--- src/rtl/pipe_alu_hazard_fwd.sv ---
`timescale 1ns/1ps
`default_nettype none
// ============================================================================
// Module      : pipe_alu_hazard_fwd
// Description : 4-stage (D/X/M/W) integer pipeline with register file,
//               X/M operand forwarding and load-use / RAW hazard stalls.
// Revision    : 1.0 - initial release
// ============================================================================
module pipe_alu_hazard_fwd #(
   parameter int W      = 8,
   parameter int RW     = 5,
   parameter int CW     = 16,
   parameter bit FWD_EN = 1'b1
) (
   input  logic          clk,
   input  logic          rst,
   input  logic          in_valid,
   output logic          in_ready,
   input  logic [1:0]    in_op,
   input  logic          in_mem_read,
   input  logic          in_reg_write,
   input  logic [RW-1:0] in_rs,
   input  logic [RW-1:0] in_rt,
   input  logic [RW-1:0] in_rd,
   input  logic [W-1:0]  in_imm,
   output logic          out_valid,
   output logic [RW-1:0] out_rd,
   output logic [W-1:0]  out_data,
   output logic [CW-1:0] stall_cnt,
   output logic [CW-1:0] retire_cnt
);

   localparam int            NREG     = 1 << RW;
   localparam logic [CW-1:0] CNT_MAX  = '1;
   localparam logic [CW-1:0] CNT_ONE  = CW'(1);
   localparam logic [1:0]    OP_ADD   = 2'b00;
   localparam logic [1:0]    OP_SUB   = 2'b01;
   localparam logic [1:0]    OP_AND   = 2'b10;

   // D stage
   logic          d_valid_q, d_valid_d;
   logic [1:0]    d_op_q, d_op_d;
   logic          d_mem_read_q, d_mem_read_d;
   logic          d_reg_write_q, d_reg_write_d;
   logic [RW-1:0] d_rs_q, d_rs_d, d_rt_q, d_rt_d, d_rd_q, d_rd_d;
   logic [W-1:0]  d_imm_q, d_imm_d;
   // X stage
   logic          x_valid_q, x_valid_d;
   logic          x_load_q, x_load_d;
   logic          x_reg_write_q, x_reg_write_d;
   logic [RW-1:0] x_rd_q, x_rd_d;
   logic [W-1:0]  x_data_q, x_data_d;
   // M stage
   logic          m_valid_q, m_valid_d;
   logic          m_reg_write_q, m_reg_write_d;
   logic [RW-1:0] m_rd_q, m_rd_d;
   logic [W-1:0]  m_data_q, m_data_d;
   // W stage
   logic          wb_valid_q, wb_valid_d;
   logic [RW-1:0] wb_rd_q, wb_rd_d;
   logic [W-1:0]  wb_data_q, wb_data_d;

   logic [W-1:0]  rf_q [NREG];
   logic [W-1:0]  rf_d [NREG];
   logic [CW-1:0] stall_cnt_q, stall_cnt_d;
   logic [CW-1:0] retire_cnt_q, retire_cnt_d;

   logic          x_hit_rs, x_hit_rt, m_hit_rs, m_hit_rt;
   logic          hazard, stall;
   logic [W-1:0]  op_a, op_b, d_result;

   // Operand mux: youngest non-load producer in X, then M, then the register file.
   function automatic logic [W-1:0] pick(input logic x_fwd, input logic m_fwd,
                                         input logic [W-1:0] x_val,
                                         input logic [W-1:0] m_val,
                                         input logic [W-1:0] rf_val);
      if (FWD_EN && x_fwd)      return x_val;
      else if (FWD_EN && m_fwd) return m_val;
      else                      return rf_val;
   endfunction

   always_comb begin
      x_hit_rs = x_valid_q && x_reg_write_q && (x_rd_q == d_rs_q) && (d_rs_q != '0);
      x_hit_rt = x_valid_q && x_reg_write_q && (x_rd_q == d_rt_q) && (d_rt_q != '0);
      m_hit_rs = m_valid_q && m_reg_write_q && (m_rd_q == d_rs_q) && (d_rs_q != '0);
      m_hit_rt = m_valid_q && m_reg_write_q && (m_rd_q == d_rt_q) && (d_rt_q != '0);
      if (FWD_EN) hazard = x_load_q && (x_hit_rs || x_hit_rt);
      else        hazard = x_hit_rs || x_hit_rt || m_hit_rs || m_hit_rt;
      stall    = d_valid_q && hazard;
      in_ready = !stall;
   end

   always_comb begin
      op_a = pick(x_hit_rs && !x_load_q, m_hit_rs, x_data_q, m_data_q, rf_q[d_rs_q]);
      op_b = pick(x_hit_rt && !x_load_q, m_hit_rt, x_data_q, m_data_q, rf_q[d_rt_q]);
      case (d_op_q)
         OP_ADD:  d_result = op_a + op_b;
         OP_SUB:  d_result = op_a - op_b;
         OP_AND:  d_result = op_a & op_b;
         default: d_result = d_imm_q;
      endcase
      // Load data is modelled by the immediate but only becomes forwardable from M.
      if (d_mem_read_q) d_result = d_imm_q;
   end

   always_comb begin
      d_valid_d     = d_valid_q;
      d_op_d        = d_op_q;
      d_mem_read_d  = d_mem_read_q;
      d_reg_write_d = d_reg_write_q;
      d_rs_d        = d_rs_q;
      d_rt_d        = d_rt_q;
      d_rd_d        = d_rd_q;
      d_imm_d       = d_imm_q;
      if (in_ready) begin
         d_valid_d     = in_valid;
         d_op_d        = in_op;
         d_mem_read_d  = in_mem_read;
         d_reg_write_d = in_reg_write;
         d_rs_d        = in_rs;
         d_rt_d        = in_rt;
         d_rd_d        = in_rd;
         d_imm_d       = in_imm;
      end

      x_valid_d     = d_valid_q && !hazard;
      x_load_d      = d_mem_read_q;
      x_reg_write_d = d_reg_write_q;
      x_rd_d        = d_rd_q;
      x_data_d      = d_result;

      m_valid_d     = x_valid_q;
      m_reg_write_d = x_reg_write_q;
      m_rd_d        = x_rd_q;
      m_data_d      = x_data_q;

      wb_valid_d    = m_valid_q;
      wb_rd_d       = m_rd_q;
      wb_data_d     = m_data_q;

      rf_d = rf_q;
      if (m_valid_q && m_reg_write_q && (m_rd_q != '0)) rf_d[m_rd_q] = m_data_q;

      stall_cnt_d = stall_cnt_q;
      if (stall && (stall_cnt_q != CNT_MAX)) stall_cnt_d = stall_cnt_q + CNT_ONE;
      retire_cnt_d = retire_cnt_q;
      if (m_valid_q && (retire_cnt_q != CNT_MAX)) retire_cnt_d = retire_cnt_q + CNT_ONE;
   end

   always_ff @(posedge clk) begin
      if (!rst) begin
         d_valid_q     <= 1'b0;
         d_op_q        <= '0;
         d_mem_read_q  <= 1'b0;
         d_reg_write_q <= 1'b0;
         d_rs_q        <= '0;
         d_rt_q        <= '0;
         d_rd_q        <= '0;
         d_imm_q       <= '0;
         x_valid_q     <= 1'b0;
         x_load_q      <= 1'b0;
         x_reg_write_q <= 1'b0;
         x_rd_q        <= '0;
         x_data_q      <= '0;
         m_valid_q     <= 1'b0;
         m_reg_write_q <= 1'b0;
         m_rd_q        <= '0;
         m_data_q      <= '0;
         wb_valid_q    <= 1'b0;
         wb_rd_q       <= '0;
         wb_data_q     <= '0;
         rf_q          <= '{default: '0};
         stall_cnt_q   <= '0;
         retire_cnt_q  <= '0;
      end else begin
         d_valid_q     <= d_valid_d;
         d_op_q        <= d_op_d;
         d_mem_read_q  <= d_mem_read_d;
         d_reg_write_q <= d_reg_write_d;
         d_rs_q        <= d_rs_d;
         d_rt_q        <= d_rt_d;
         d_rd_q        <= d_rd_d;
         d_imm_q       <= d_imm_d;
         x_valid_q     <= x_valid_d;
         x_load_q      <= x_load_d;
         x_reg_write_q <= x_reg_write_d;
         x_rd_q        <= x_rd_d;
         x_data_q      <= x_data_d;
         m_valid_q     <= m_valid_d;
         m_reg_write_q <= m_reg_write_d;
         m_rd_q        <= m_rd_d;
         m_data_q      <= m_data_d;
         wb_valid_q    <= wb_valid_d;
         wb_rd_q       <= wb_rd_d;
         wb_data_q     <= wb_data_d;
         rf_q          <= rf_d;
         stall_cnt_q   <= stall_cnt_d;
         retire_cnt_q  <= retire_cnt_d;
      end
   end

   assign out_valid  = wb_valid_q;
   assign out_rd     = wb_rd_q;
   assign out_data   = wb_data_q;
   assign stall_cnt  = stall_cnt_q;
   assign retire_cnt = retire_cnt_q;

endmodule
`default_nettype wire

--- config.mk ---
export PLATFORM = sky130hd
export DESIGN_NAME = pipe_alu_hazard_fwd
export DESIGN_NICKNAME = d
export VERILOG_FILES = /design/src/rtl/pipe_alu_hazard_fwd.sv
export SDC_FILE = /design/constraint.sdc
export NUM_CORES = 1
export LEC_CHECK = 0
export CORE_MARGIN = 2
export CORE_UTILIZATION = 25
export CTS_CLUSTER_DIAMETER = 200
export DETAILED_ROUTE_END_ITERATION = 16
export PLACE_DENSITY = 0.4
export SKIP_CTS_REPAIR_TIMING = 1
export SLEW_MARGIN = 20
export SYNTH_ARGS = -nofsm -noshare
export SYNTH_HDL_FRONTEND = slang
export SYNTH_SLANG_ARGS = --single-unit
--- constraint.sdc ---
create_clock -name clk -period 9.7 [get_ports clk]
set_clock_uncertainty 0.05 [all_clocks]
set_input_delay 2.91 -clock clk [delete_from_list [all_inputs] [get_ports clk]]
set_output_delay 2.91 -clock clk [all_outputs]
set_load 0.1 [all_outputs]
### Yosys cells after proc, flatten, opt, wreduce, memory -nomap -nowiden

Cells that the tools add are included.

* register bits after elaboration: 361
* logic and storage cells: 116

* $add $sub $neg: 4
* $lt $le $gt $ge: 4
* eq/ne operators: 8
* multiplexer cells: 15
* bitwise gates (word level): 4
* reduce and logical (&&, ||, !) cells: 27

Operators by type and width (count)
* $bwmux W256: 1
* $bmux W8 S5: 2
* $mux W8: 10
* $demux W8 S5: 1
* $add A16 B1 Y16 const B: 2
* $ne A16 B16 Y1 const B: 2
* $pmux W8 S3: 1
* $eq A5 B5 Y1: 4
* $logic_and A1 B1 Y1: 19
* $ge A6 B6 Y1 const B: 3
* $not A5 Y6: 3
* $reduce_bool A5 Y1: 3
* $add A8 B8 Y8: 1
* $and A8 B8 Y8: 1
* $sub A8 B8 Y8: 1
* $lt A6 B1 Y1 const B: 1
* $logic_not A1 Y1: 3
* $eq A2 B1 Y1 const B: 1
* $eq A2 B2 Y1 const B: 1
* $logic_not A2 Y1: 1
* $logic_or A1 B1 Y1: 1

### Longest topological paths before layout

Gate-level depths: netlist of the first run.

* depth after elaboration: 9
* gate-level depth with buffers: 21
* mapped depth without buffers: 18

### Worst setup path after synthesis of the first run

OpenSTA, ideal clock, no wires.

* path kind: register to output
* from: register d_rs_q[0]
* to: output in_ready
* arrival time: 2.769 ns
* required time: 6.740 ns
* path slack: 3.971 ns
* cell stages (with the launch flop): 9
* path buffers: 5
* cells stage by stage: dfxtp_1 -> buf_2 -> buf_6 -> buf_2 -> nor4b_1 -> nor4_1 -> o211ai_1 -> buf_2 -> buf_1

* longest elaborated chain between the ends: 7
* elaborated cells on any way between the ends: 8

Ends and longest elaborated chain
* start, declared: line 45 `logic [RW-1:0] d_rs_q, d_rs_d, d_rt_q, d_rt_d, d_rd_q, d_rd_d;`
* start signal, assigned: line 180 `d_rs_q <= d_rs_d;`
* $eq A5 B5 Y1: line 83 `x_hit_rs = x_valid_q && x_reg_write_q && (x_rd_q == d_rs_q) && (d_rs_q != '0);`
* $logic_and A1 B1 Y1: line 83
* $logic_and A1 B1 Y1 (*): line 83
* $logic_or A1 B1 Y1 (*)
* $logic_and A1 B1 Y1 (*): line 87 `if (FWD_EN) hazard = x_load_q && (x_hit_rs || x_hit_rt);`
* $logic_and A1 B1 Y1 (*): line 89 `stall = d_valid_q && hazard;`
* $logic_not A1 Y1 (*): line 90 `in_ready = !stall;`
* end, declared: line 18 `output logic in_ready,`

Every way passes the cells marked *; elsewhere a longest branch is shown, timed or not.

### Worst setup path after layout of the first run

* from: register d_rs_q[4]
* to: output in_ready

The elaborated chain is that of the path after synthesis.

==> impl_metrics.yaml, run 1 <==
yosys:
  synth_nets: 1833
  syn_inst: 1791
  synth_warnings: 0
  ys_seq_elements: 361
  yosysSeqAreaShare_pct: 39.71
  ys.flop_type: "dfxtp_1"
  syn_area_sq_um: 18200
  avgSynthCellArea_sq_um: 10.16
  ys_types: 74
  async_flop_share_pct: 0
  synth_edf_count: 0
final_layout:
  syn_to_final_growth_pct: 16.36
  drive_above_1_share_pct: 13.17
  final_common_cell: "dfxtp_1"
  final_cell_mix: "dfxtp_1, nor2_1, mux2i_1"
  fill_cells: 7407
  nNetsFinal: 1847
status:
  outcome: "finished clean"
clock_tree:
  path_clk_slew_ns: 0.07
  ctsLongestPathBuffers: 3
  cts-buffers-inserted: 42
  h-tree-depth: 2
  cts_tree: "built"
  cts_sinks: 361
  ctsRootBufferMaster: "clkbuf_16"
  clk_latency_ns: 0.59
detailed_routing:
  wl_met2_mm: 29.80
  drt_drc_violations_left: 0
  wire_per_inst_um: 22.80
  finalWirelength_mm: 63.60
  vias: 13859
  drt_iter0_markers: 1039
  highest_layer: "met5"
  via_per_inst: 4.969
  route.met3.wl_mm: 3.379
  ant_nets: 0
  met1_length_mm: 28.69
  first_pass_iters: 5
sta:
  relSlewSlack_pct: 24.57
  fin_tns_setup_ns: 0
  slew_violations: 0
  fmax_mhz: 144.2
  fin_crit_sh_pct: 71.51
  grt_setup_unrepaired: "no"
  hold_viol: 0
  setup_violations: 0
  worst_pin_slew_ns: 1.127
  layout_min_cycle_time_ns: 6.936
grt:
  grt_max_degree: 187
  antenna_found_initial: 5
  grt_util_all_layers_pct: 16.76
  grt_pass1_vias: 13632
  grt_pass1_wl_mm: 93.82
  overflow: 0
floorplanning:
  placementRows: 98
  start_util_pct: 25.37
  die_area_sq_um: 74970
  die_w_um: 273.8
  die_h_um: 273.8
  core_sq_um: 71730
  num_io_pins: 77
power:
  p_leak_nw: 8.111
  power_mw: 3.385
  power.density_nw_per_um2: 159.9
  ir_drop_mv: 0.1331
setup_path:
  path_class: "reg2out"
  crit_arrival_ns: 3.98
  cp.required_ns: 6.74
  start_kind: "flop"
  cp_max_fo: 13
  endpoint_kind: "output port"
placed_design:
  port_buffers: 76
  gp_congestion: 0.8585
  hpwlAfterDp_mm: 42.38
job:
  drv_cap: 0
min_path:
  hp-class: "reg2reg"
[critical path, cell delays in order, from the launching register on]
cell	delay, ns
dfxtp_1	0.60
nor2_1	0.23
nor4b_1	0.81
nor4_1	0.16
o211ai_1	0.38
clkdlybuf4s50_1	1.21
[area by class of cell]
| type | count | area (sq um) | area share, % |
|---|---|---|---|
| Multi-Input combinational cell | 1275 | 10310 | 48.71 |
| Sequential cell | 361 | 7241 | 34.19 |
| Tap cell | 950 | 1189 | 5.613 |
| Clock inverter | 12 | 128.9 | 0.6086 |
| Clock buffer | 64 | 1214 | 5.731 |
| Inverter | 16 | 67.56 | 0.3191 |
| Timing Repair Buffer | 109 | 1016 | 4.798 |
| Antenna cell | 2 | 5.005 | 0.02364 |
[cells by family (layout without fill, tap and decap cells)]
kind of cell             count (synthesis)  count (layout)  synth area share (%)
AND/OR/NAND/NOR                        621             621                 15.43
XOR/XNOR                                56              56                 2.695
other                                    0               2                     0
flip-flops                             361             361                 39.71
adder cells (fa/ha/maj)                 12              12                0.8663
multiplexers                           440             440                 32.32
AO/OA/AOI/OAI                          146             146                 5.308
buffers and inverters                  155             201                 3.664
[routing by layer]
metal  GRT usage, %  vias up
li1               -     6437
met1          22.29     6969
met2          27.49      372
met3          3.044       79
met4          5.206        2
met5              0        -
[cell usage after synthesis, types with 12 or more instances]
cell      instances  area share, %
mux2i_1         306             17
mux2_2           18            1.1
buf_2            29           0.80
xor2_1           36            1.7
and2_1           46            1.6
clkbuf_1         88            1.8
nand2_1          81            1.7
a21oi_1          43            1.2
nor2_1          355            7.3
nand3_1          38            1.0
o21ai_1          16           0.44
buf_1            12           0.25
xnor2_1          20           0.96
nor3_1           14           0.39
inv_1            14           0.29
dfxtp_1         361             40
mux4_2          107             13
o21ai_0          17           0.47
[power breakdown]
part / leakage (nW) / switching, mW / internal [mW] / total, mW
combinational: 4.53 / 0.180 / 0.0961 / 0.276
clock: 0.663 / 0.665 / 0.917 / 1.58
sequential: 2.92 / 0.0264 / 1.50 / 1.53
total: 8.11 / 0.871 / 2.51 / 3.39
[state kept, by name, indices dropped and copies added (netlist names), 2 cells and up]
| name | cells |
|---|---|
| d_imm_q | 8 |
| d_op_q | 2 |
| d_rd_q | 5 |
| d_rs_q | 5 |
| d_rt_q | 5 |
| m_data_d | 8 |
| m_data_q | 8 |
| m_rd_d | 5 |
| m_rd_q | 5 |
| out_data | 8 |
| out_rd | 5 |
| retire_cnt | 16 |
| rf_q | 256 |
| stall_cnt | 16 |
[path summary, 6_finish.rpt]
check | from | endpoint | slack [ns] | cells after the start
min | d_rd_q[2] | m_rd_d[2] | 0.41 | 1
min reg2reg | d_rd_q[2] | m_rd_d[2] | 0.41 | 1
max | d_rs_q[4] | in_ready | 2.76 | 5
max reg2reg | d_rt_q[0] | m_data_d[7] | 4.23 | 20
[through the flow]
stage               instances  cell area, sq um  hold WS [ns]  util, %  setup slack (ns)
finish                   2789             21180        0.4102    29.52             2.764
CTS                      2787             21170        0.4197    29.51             2.828
global placement         2711             19820        0.4033    27.63             3.448
global route             2787             21170        0.4349    29.51             2.630
floorplan                1791             18200        0.3791        -             3.971
detailed placement       2711             19820        0.3947    27.63             3.450
Note: power is estimated with default switching activity, not from simulation.
==> run 2, diff against run 1 <==
==> constraint.sdc (replaced) <==
create_clock -name clk -period 6.6 [get_ports clk]
set_clock_uncertainty 0.05 [all_clocks]
set_input_delay 1.98 -clock clk [delete_from_list [all_inputs] [get_ports clk]]
set_output_delay 1.98 -clock clk [all_outputs]
set_load 0.1 [all_outputs]
==> run 2 against run 1 <==
Combinational power grew 41%. Wire length up 0.83%. Critical endpoint is now m_data_d[7]. Hold slack got worse by 0.0014 ns. Via count shrank 0.14%. Largest power group unchanged.
==> impl_metrics.yaml, run 2 (synthesis results as in run 1) <==
floorplanning:
  die_w_um: 273.8
  num_io_pins: 77
  die_h_um: 273.8
  core_sq_um: 71730
  placementRows: 98
  start_util_pct: 25.37
  die_area_sq_um: 74970
sta:
  hold_ws_ns: 0.4087
  fin_crit_sh_pct: 79.76
  slew_violations: 0
  relSlewSlack_pct: 32.30
  fmax_mhz: 190.0
  setup_violations: 0
  layout_min_cycle_time_ns: 5.264
  worst_pin_slew_ns: 1.012
  hold_viol: 0
  grt_setup_unrepaired: "no"
  fin_tns_setup_ns: 0
final_layout:
  diodes: 0
  nNetsFinal: 1862
  drive_above_1_share_pct: 14.03
  syn_to_final_growth_pct: 17.28
  final_common_cell: "dfxtp_1"
  largest_reg_flops: 256
  final_cell_mix: "dfxtp_1, nor2_1, mux2i_1"
  largest_register: "rf_q"
  layoutNonFillerInstCount: 2803
setup_path:
  path_class: "reg2reg"
  cp.required_ns: 7.00
  cpLargestDelayFamily: "compound AO/OA/AOI/OAI gates"
  cp_max_fo: 33
  critical-path-max-stage-delay_ns: 0.93
  crit_path_top_delay_cell: "dfxtp_2"
  crit_buf_inv: 0
  cp_cell_sequence: "nor2b_1 -> a221oi_1 -> o21ai_1 -> o211ai_1 -> o221a_2 -> a21oi_1 -> ha_1 -> o21ai_0 -> ha_1 -> nor2b_1 -> o2111ai_1 -> nand4b_1 -> a21o_1 -> a21oi_1 -> xnor2_1 -> xnor2_1 -> a32oi_1 -> o31ai_1"
  endpoint_kind: "flop"
  crit_arrival_ns: 5.67
  critPathLaunch: "d_rt_q[0]"
  rr_startpoint: "d_rt_q[0]"
  start_kind: "flop"
power:
  p_leak_nw: 8.215
  seq_power_share_pct: 45.1
  pwr-share-comb_pct: 7.8
  clkPwrFrac_pct: 47.1
  swShare_pct: 25.51
  power.density_nw_per_um2: 235.2
  cell_internal_pwr_mw: 3.740
  ir_drop_mv: 0.1656
  power.switching_mw: 1.281
  power_mw: 5.021
grt:
  grt_max_degree: 134
  overflow: 0
  antenna_found_initial: 0
  grt_pass1_vias: 13689
  grt_util_all_layers_pct: 17.03
  grt_pass1_wl_mm: 95.45
clock_tree:
  cts_sinks: 361
  cts-buffers-inserted: 43
  ctsLongestPathBuffers: 3
  cts_tree: "built"
  h-tree-depth: 2
  path_clk_slew_ns: 0.06
  clk_latency_ns: 0.60
  ctsRootBufferMaster: "clkbuf_16"
min_path:
  min_from: "d_rd_q[0]"
  hp-class: "reg2reg"
placed_design:
  port_buffers: 76
  gp_congestion: 0.8761
  hpwlAfterDp_mm: 44.26
  dpl.cell_count: 2725
detailed_routing:
  vias: 13839
  first_pass_iters: 7
  drt_drc_violations_left: 0
  drt_iter0_markers: 1124
  finalWirelength_mm: 64.13
  wire_per_inst_um: 22.88
  via_per_inst: 4.937
  ant_nets: 0
job:
  drv_cap: 0
status:
  outcome: "finished clean"
run 2: per-stage QoR:
| stage | cell area (sq um) | worst slack (ns) | utilization [%] |
|---|---|---|---|
| after floorplan | 18200 | 1.801 | - |
| after global placement | 19930 | 1.464 | 27.79 |
| after detailed placement | 19930 | 1.399 | 27.79 |
| after CTS | 21340 | 1.374 | 29.75 |
| after global routing | 21340 | 1.002 | 29.76 |
| final | 21340 | 1.336 | 29.76 |
run 2: final timing paths:
path,to,slack (ns),depth (start not counted)
hold / removal,m_rd_d[0],0.41,1
setup reg to reg,m_data_d[7],1.34,18
setup / recovery,m_data_d[7],1.34,18
hold reg to reg,m_rd_d[0],0.41,1
run 2: power groups by stage:
stage | Sequential [mW] | Clock [mW] | Combinational (mW)
after global placement | 2.31 | 0 | 0.393
final | 2.26 | 2.37 | 0.390
after global routing | 2.27 | 2.53 | 0.418
after CTS | 2.26 | 2.44 | 0.394
after detailed placement | 2.31 | 0 | 0.392
after floorplan | 2.29 | 0 | 0.276
run 2: layout make-up:
class                      instances  area [sq um]
tap                              950          1189
timing repair buffer             123          1131
clock inverter                    13         116.4
inverter                          16         67.56
fill                            7435         50390
sequential                       361          7241
multi-input combinational       1275         10310
clock buffer                      65          1290
run 2: metal layers:
layer  part of all wire (%)  global-route usage (%)
met2                     47                   27.83
met5                      0                       0
met3                    4.9                   2.447
met4                    2.4                   4.530
met1                     46                   23.42
